`src/rtl/pipe_control.sv`:
```
// Pipelined RV32I main control: decodes the opcode in ID and carries the control word through EX, MEM and WB.
// Define PIPE_CONTROL_ILLEGAL_EN to build the illegal-opcode flag and saturating counter.
module pipe_control #(
    parameter int ALUOP_W = 2,
    parameter int CNT_W   = 8
) (
    input  logic               clk_i,
    input  logic               rst_i,
    input  logic [6:0]         Op_i,
    input  logic               NoOp_i,
    input  logic               Flush_i,
    input  logic               Freeze_i,
    output logic [ALUOP_W-1:0] ALUOp_o,
    output logic               ALUSrc_o,
    output logic               AZero_o,
    output logic               Branch_o,
    output logic               Jal_o,
    output logic               Jalr_o,
    output logic               MemRead_o,
    output logic               MemWrite_o,
    output logic               RegWrite_o,
    output logic [1:0]         WbSel_o,
    output logic               Illegal_o,
    output logic [CNT_W-1:0]   IllCnt_o
);

    typedef struct packed {
        logic [ALUOP_W-1:0] alu_op;
        logic               alu_src;
        logic               a_zero;
        logic               branch;
        logic               jal;
        logic               jalr;
        logic               mem_read;
        logic               mem_write;
        logic               reg_write;
        logic [1:0]         wb_sel;
    } ex_word_t;

    typedef struct packed {
        logic       mem_read;
        logic       mem_write;
        logic       reg_write;
        logic [1:0] wb_sel;
    } mem_word_t;

    typedef struct packed {
        logic       reg_write;
        logic [1:0] wb_sel;
    } wb_word_t;

    localparam logic [6:0] OP_R      = 7'b0110011;
    localparam logic [6:0] OP_IMM    = 7'b0010011;
    localparam logic [6:0] OP_LOAD   = 7'b0000011;
    localparam logic [6:0] OP_STORE  = 7'b0100011;
    localparam logic [6:0] OP_BRANCH = 7'b1100011;
    localparam logic [6:0] OP_JAL    = 7'b1101111;
    localparam logic [6:0] OP_JALR   = 7'b1100111;
    localparam logic [6:0] OP_LUI    = 7'b0110111;

    ex_word_t  dec_word;
    ex_word_t  ex_p0;
    mem_word_t mem_p1;
    wb_word_t  wb_p2;
    logic      kill_ex;

    assign kill_ex = Flush_i | NoOp_i;

    always_comb begin
        dec_word = '0;
        case (Op_i)
            OP_R: begin
                dec_word.alu_op    = ALUOP_W'(2'b10);
                dec_word.reg_write = 1'b1;
            end
            OP_IMM: begin
                dec_word.alu_op    = ALUOP_W'(2'b11);
                dec_word.alu_src   = 1'b1;
                dec_word.reg_write = 1'b1;
            end
            OP_LOAD: begin
                dec_word.alu_src   = 1'b1;
                dec_word.mem_read  = 1'b1;
                dec_word.reg_write = 1'b1;
                dec_word.wb_sel    = 2'b01;
            end
            OP_STORE: begin
                dec_word.alu_src   = 1'b1;
                dec_word.mem_write = 1'b1;
            end
            OP_BRANCH: begin
                dec_word.alu_op = ALUOP_W'(2'b01);
                dec_word.branch = 1'b1;
            end
            OP_JAL: begin
                dec_word.jal       = 1'b1;
                dec_word.reg_write = 1'b1;
                dec_word.wb_sel    = 2'b10;
            end
            OP_JALR: begin
                dec_word.alu_src   = 1'b1;
                dec_word.jalr      = 1'b1;
                dec_word.reg_write = 1'b1;
                dec_word.wb_sel    = 2'b10;
            end
            OP_LUI: begin
                dec_word.alu_src   = 1'b1;
                dec_word.a_zero    = 1'b1;
                dec_word.reg_write = 1'b1;
            end
            default: dec_word = '0;
        endcase
    end

    // ID -> EX -> MEM -> WB; a flush also kills the instruction leaving EX
    always_ff @(posedge clk_i) begin
        if (!rst_i) begin
            ex_p0  <= '0;
            mem_p1 <= '0;
            wb_p2  <= '0;
        end else if (!Freeze_i) begin
            ex_p0 <= kill_ex ? '0 : dec_word;
            if (Flush_i) begin
                mem_p1 <= '0;
            end else begin
                mem_p1.mem_read  <= ex_p0.mem_read;
                mem_p1.mem_write <= ex_p0.mem_write;
                mem_p1.reg_write <= ex_p0.reg_write;
                mem_p1.wb_sel    <= ex_p0.wb_sel;
            end
            wb_p2.reg_write <= mem_p1.reg_write;
            wb_p2.wb_sel    <= mem_p1.wb_sel;
        end
    end

    assign ALUOp_o    = ex_p0.alu_op;
    assign ALUSrc_o   = ex_p0.alu_src;
    assign AZero_o    = ex_p0.a_zero;
    assign Branch_o   = ex_p0.branch;
    assign Jal_o      = ex_p0.jal;
    assign Jalr_o     = ex_p0.jalr;
    assign MemRead_o  = mem_p1.mem_read;
    assign MemWrite_o = mem_p1.mem_write;
    assign RegWrite_o = wb_p2.reg_write;
    assign WbSel_o    = wb_p2.wb_sel;

`ifdef PIPE_CONTROL_ILLEGAL_EN
    logic             dec_illegal;
    logic             ill_p0;
    logic [CNT_W-1:0] ill_cnt;

    function automatic logic [CNT_W-1:0] sat_inc(input logic [CNT_W-1:0] v);
        return (v == {CNT_W{1'b1}}) ? v : v + CNT_W'(1);
    endfunction

    // every legal opcode sets at least one control bit, so an all-zero decode is unknown
    assign dec_illegal = (dec_word == '0);

    always_ff @(posedge clk_i) begin
        if (!rst_i) begin
            ill_p0  <= 1'b0;
            ill_cnt <= '0;
        end else if (!Freeze_i) begin
            ill_p0 <= dec_illegal & ~kill_ex;
            if (dec_illegal && !kill_ex)
                ill_cnt <= sat_inc(ill_cnt);
        end
    end

    assign Illegal_o = ill_p0;
    assign IllCnt_o  = ill_cnt;
`else
    assign Illegal_o = 1'b0;
    assign IllCnt_o  = '0;
`endif

endmodule
```
`config.mk`:
```
export PLATFORM = sky130hd
export DESIGN_NAME = pipe_control
export DESIGN_NICKNAME = d
export VERILOG_FILES = /design/src/rtl/pipe_control.sv
export SDC_FILE = /design/constraint.sdc
export NUM_CORES = 1
export LEC_CHECK = 0
export CAP_MARGIN = 15
export CORE_ASPECT_RATIO = 1.2
export CORE_MARGIN = 2
export CORE_UTILIZATION = 36
export CTS_CLUSTER_DIAMETER = 80
export DETAILED_ROUTE_END_ITERATION = 7
export PLACE_DENSITY = 0.72
export SLEW_MARGIN = 0
export SYNTH_ARGS = -nofsm -noshare
export SYNTH_HDL_FRONTEND = slang
export SYNTH_SLANG_ARGS = --single-unit
```
`constraint.sdc`:
```
create_clock -name clk_i -period 1.7 [get_ports clk_i]
set_clock_uncertainty 0.2 [all_clocks]
set_input_delay 0.255 -clock clk_i [delete_from_list [all_inputs] [get_ports clk_i]]
set_output_delay 0.255 -clock clk_i [all_outputs]
set_load 0.02 [all_outputs]
```
After elaboration in Yosys (flattened, before gate mapping)
Index checks and enable logic that the tools add are counted.
{ "totals": {"ff_bits": 20, "in_bits": 12, "output_inout_bits": 21, "word_cells": 40} }
{ "classes": {"n_eq_ne": 8, "muxes": 12, "n_bitwise": 1, "reduce_logical": 3} }
{ "op_table": {"columns": ["cell", "n"], "rows": [
  ["equality test 7 x 6 -> 1 bit, second input constant", 3],
  ["equality test 7 bit, second input constant", 3],
  ["two-way mux 12 bit", 1],
  ["two-way mux 1 bit", 8],
  ["equality test 7 x 2 -> 1 bit, second input constant", 1],
  ["equality test 7 x 5 -> 1 bit, second input constant", 1],
  ["case mux 2 bit (3 select lines)", 1],
  ["OR reduction 6 bit", 1],
  ["two-way mux 5 bit", 1],
  ["OR reduction 5 bit", 1],
  ["case mux 2 bit (2 select lines)", 1],
  ["OR reduction 2 bit", 1],
  ["OR 1 bit", 1]
]} }

Depth between registers and ports, before layout
{ "depth": {"ltp_word": 4, "ltp_mapped": 4, "mapped_depth_nobuf": 4} }

Worst setup path after synthesis
OpenSTA, ideal clock, no wires.
{ "synth_path": {"path_type": "input port to flip-flop", "from": "input Op_i[5]", "to": "register ex_p0, in the netlist ALUSrc_o", "setup_time_ns": 0.128, "t_arrival_ns": 1.166, "required_ns": 1.372, "setup_slack_ns": 0.207, "cell_stages": 4, "n_path_buf": 0, "path_cell_list": "and4b_2 -> or4_4 -> a22oi_2 -> nor2_1"} }
{ "synth_between": {"elab_chain_len": 4, "word_cells_on_any_way": 8, "classes_between": "eq/ne: 5; mux: 2; reduce/logical: 1"} }
{ "synth_lines": {"columns": ["element", "line", "text"], "rows": [
  ["from (decl)", "9", "input logic [6:0] Op_i,"],
  ["equality test 7 x 5 -> 1 bit (tied with other cells)", "71", "case (Op_i)"],
  ["OR reduction 5 bit (no source line) *", null, null],
  ["two-way mux 1 bit *", "71", null],
  ["two-way mux 12 bit *", "122", "ex_p0 <= kill_ex ? '0 : dec_word;"],
  ["to (signal assigned)", "122", null],
  ["to (decl)", "62", "ex_word_t ex_p0;"]
]} }
Mark *: on every way between the ends. The rest lies on a longest branch, timed or not.
A chain may end at the register's enable or synchronous reset.

Worst setup path in the final report
{ "layout_path": {"from": "input Op_i[0]", "to": "register ex_p0[2] (netlist bit)"} }
{ "layout_between": {"elab_chain_len": 4, "word_cells_on_any_way": 9, "classes_between": "eq/ne: 6; mux: 2; reduce/logical: 1"} }
{ "layout_lines": {"columns": ["element", "line"], "rows": [
  ["equality test 7 x 5 -> 1 bit (tied with other cells)", "71"],
  ["OR reduction 6 bit (no source line) *", null],
  ["two-way mux 1 bit *", "71"],
  ["two-way mux 12 bit *", "122"]
]} }
Marks and branches as above.

==> impl_summary.log <==
[metrics] result of the run: finished clean
[metrics] final count of pins violating max slew: 0
[metrics] synthesized area divided by synthesized cell count: 9.05 µm²
[metrics] Filler Cells Inserted: 231
[metrics] total via count after detailed routing: 760
[metrics] Post-Synth Adder-Cell Area: 0%
[metrics] ratio of final minimum period to clock period: 91.9%
[metrics] peak supply drop: 0.000512 V
[metrics] largest family of logic cells by synthesized area: simple AND/OR/NAND/NOR gates
[metrics] cell type with the largest total area after synthesis: dfxtp_1
[metrics] Die X-Extent: 48.6 µm
[metrics] Achievable Freq: 640 MHz
[metrics] number of maximum-capacitance violations: 0
[metrics] number of antenna cells inserted: 0
[metrics] required time of the worst setup path: 1.72 ns
[metrics] portion of netlist area occupied by mux cells: 3.49%
[metrics] Boundary Pins: 33
[metrics] sink count of the clock tree: 18
[metrics] number of buffers added for setup after CTS: 0
[metrics] met2 GRT Util: 22.7%
[metrics] final RePlAce weighted congestion: 0.742
[metrics] number of design rule violations left after detail routing: 0
[metrics] critical path startpoint category: input port
[metrics] overall track demand over capacity in global routing: 14.0%
[metrics] global route total overflow: 0
[metrics] number of global-route vias before repair: 739
[metrics] worst setup margin: 0.138 ns
[metrics] pin count of the biggest net entering global routing: 19
[metrics] largest fanout on the critical path: 8
[metrics] most frequent cells in the layout: 18 x dfxtp_1, 15 x nor2_1, 15 x buf_4, 10 x dlygate4sd2_1, 9 x conb_1
[metrics] initial antenna violation count: 0
[metrics] final net count: 143
[metrics] path category of the worst min-delay check: register to register
[metrics] GRT busiest layer: met2
[metrics] CTS Buf Count: 3
[metrics] port buffer count: 23
[metrics] time the final worst path needs with I/O delays and setup: 1.56 ns
[metrics] initial core utilization: 37.7%
[metrics] Post-DP HPWL: 1.35 mm
[metrics] M3 GR Usage: 4.45%
[metrics] setup repair after global routing missed its margin: false
[metrics] Synth Warn #: 0
[metrics] fraction of layout instances using a drive strength above 1: 20.8%
[metrics] XOR/XNOR Fraction of Synth Area: 0%
[metrics] basic-gate share of the synthesized area counting and, or, nand and nor cells: 29.1%
[metrics] post-synthesis compound-gate area fraction: 12.4%
[metrics] full die area: 2800 µm²
[metrics] share of Yosys cell area claimed by the top area cell type: 41.9%
[metrics] Post-Syn Area: 860 µm²
[metrics] WS Path Type: input port to register
[metrics] Post-Syn Instances: 95
[metrics] TritonCTS clock tree: built
[metrics] total wire length after detailed routing: 1.76 mm
[metrics] dominant cells by area after synthesis: dfxtp_1 42%, buf_4 11%, nor2_1 6.6%
[metrics] portion of the post-synthesis area used by sequential elements: 41.9%
[metrics] met1 Use GR: 16.0%
[metrics] count of nets left with antenna violations after detail routing: 0
[metrics] Leakage Power: 0.604 nW
[metrics] most frequent standard cell in the layout excluding fill and tap cells: dfxtp_1
[metrics] Sum Neg Setup Slack: 0 ns
[metrics] setup-violating endpoint count in the final report: 0
[metrics] arrival time at the worst endpoint: 1.58 ns
[metrics] Worst Setup Slack post-DPL: -0.376 ns
[metrics] Distinct cells, synth: 28
[metrics] WL/cell: 10.9 µm
[metrics] area grow syn2layout: 41.0%
[metrics] endpoint type of the worst setup path: register
[metrics] DRT iter0 DRCs: 27
[metrics] via count normalized by instance count: 4.72
[metrics] root cell of the clock tree: clkbuf_4
[metrics] power per unit of standard cell area: 654 nW/µm²
[metrics] Final Hold Vio Count: 0
[metrics] Floorplan Core Area: 2280 µm²
[metrics] register clock-pin slew on the reported worst setup and hold paths: 0.10 ns
[metrics] global-route wire length before repair: 3.04 mm
[metrics] Synth Register Bits: 18
[metrics] number of buffers between clock root and the deepest sink: 2
[metrics] detailed-router iteration count before antenna repair: 4
[metrics] Final Cell Area: 1210 µm²
[metrics] row count: 19
[metrics] vertical extent of the die: 57.5 µm
[metrics] placement-stage cell area: 1170 µm²
[metrics] clock insertion delay at the later pin of the skew report: 0.29 ns
[metrics] count of H-tree levels built during CTS: 1
[cell usage after synthesis]
cell / number
a21oi_1: 8
a22oi_1: 1
a22oi_2: 1
a2bb2oi_1: 1
a31oi_1: 1
a32oi_1: 2
a41oi_1: 1
and2b_2: 1
and4b_2: 1
and4b_4: 1
buf_4: 13
clkbuf_1: 2
conb_1: 1
dfxtp_1: 18
inv_2: 1
mux2i_1: 3
nand2_1: 7
nand3_1: 2
nand4b_1: 2
nand4bb_1: 1
nor2_1: 15
nor2b_1: 1
nor3_1: 2
nor3b_1: 5
nor4_1: 1
nor4b_4: 1
o21ai_1: 1
or4_4: 1
[through the flow]
step,hold slack (ns),utilization (%),power (mW),std cells
6_report,0.263,53.1,0.793,161
2_1_floorplan,0.217,-,0.504,103
3_3_place_gp,0.246,51.1,0.546,157
4_1_cts,0.271,52.1,0.806,161
5_1_grt,0.296,53.1,0.828,161
3_5_place_dp,0.255,51.1,0.548,157
[critical path, cell delays in order]
cell,delay (ns)
clkdlybuf4s50_1,0.47
nand2_1,0.11
nor4b_4,0.26
buf_4,0.19
nand3_1,0.13
a41oi_2,0.17
[kinds of logic (layout without fill, tap and decap cells)]
| family | after synthesis | count (layout) |
|---|---|---|
| compound gates | 16 | 16 |
| buf+inv | 16 | 43 |
| flops | 18 | 18 |
| mux | 3 | 3 |
| other cells | 1 | 9 |
| simple gates | 41 | 41 |
[routing by layer]
layer  up-vias  wire (µm)
li1        386          -
met1       349        803
met2        21        829
met3         4         94
met4         0         28
met5         -          0
[flip-flops by register name (all words and copies together) (netlist names)]
| name | count |
|---|---|
| MemWrite_o | 1 |
| ex_p0 | 4 |
| WbSel_o | 2 |
| AZero_o | 1 |
| Jal_o | 1 |
| RegWrite_o | 1 |
| ALUSrc_o | 1 |
| Branch_o | 1 |
| mem_p1 | 3 |
| ALUOp_o | 2 |
| Jalr_o | 1 |
[report_power, final]
group	switching, mW	internal (mW)
clock	0.126	0.130
sequential	0.000212	0.422
combinational	0.0611	0.0535
[final cells by class]
cell class	instances	area [µm²]	area share [%]
inverter	1	3.75	0.310
tap	31	38.8	3.20
multi-input combinational	69	428	35.3
timing repair buffer	38	345	28.5
sequential	18	360	29.7
clock buffer	4	36.3	2.99
[worst paths after layout]
kind	start	endpoint	slack, ns	depth (start not counted)
max reg2reg	ex_p0[1]$_SDFFE_PN0N_	mem_p1[1]$_SDFFE_PN0N_	0.76	3
min reg2reg	Jal_o$_SDFFE_PN0N_	Jal_o$_SDFFE_PN0N_	0.26	2
max	Op_i[0]	ex_p0[2]$_SDFFE_PN0N_	0.14	6
min	Jal_o$_SDFFE_PN0N_	Jal_o$_SDFFE_PN0N_	0.26	2
[repair_timing]
action / CTS / global route
hold buffers: 0 / 0
endpoints found under the setup margin: 8 / 7
hold endpoints to repair: 0 / 0
resized for setup: 10 / 7
Power figures use the tool's default switching activity.
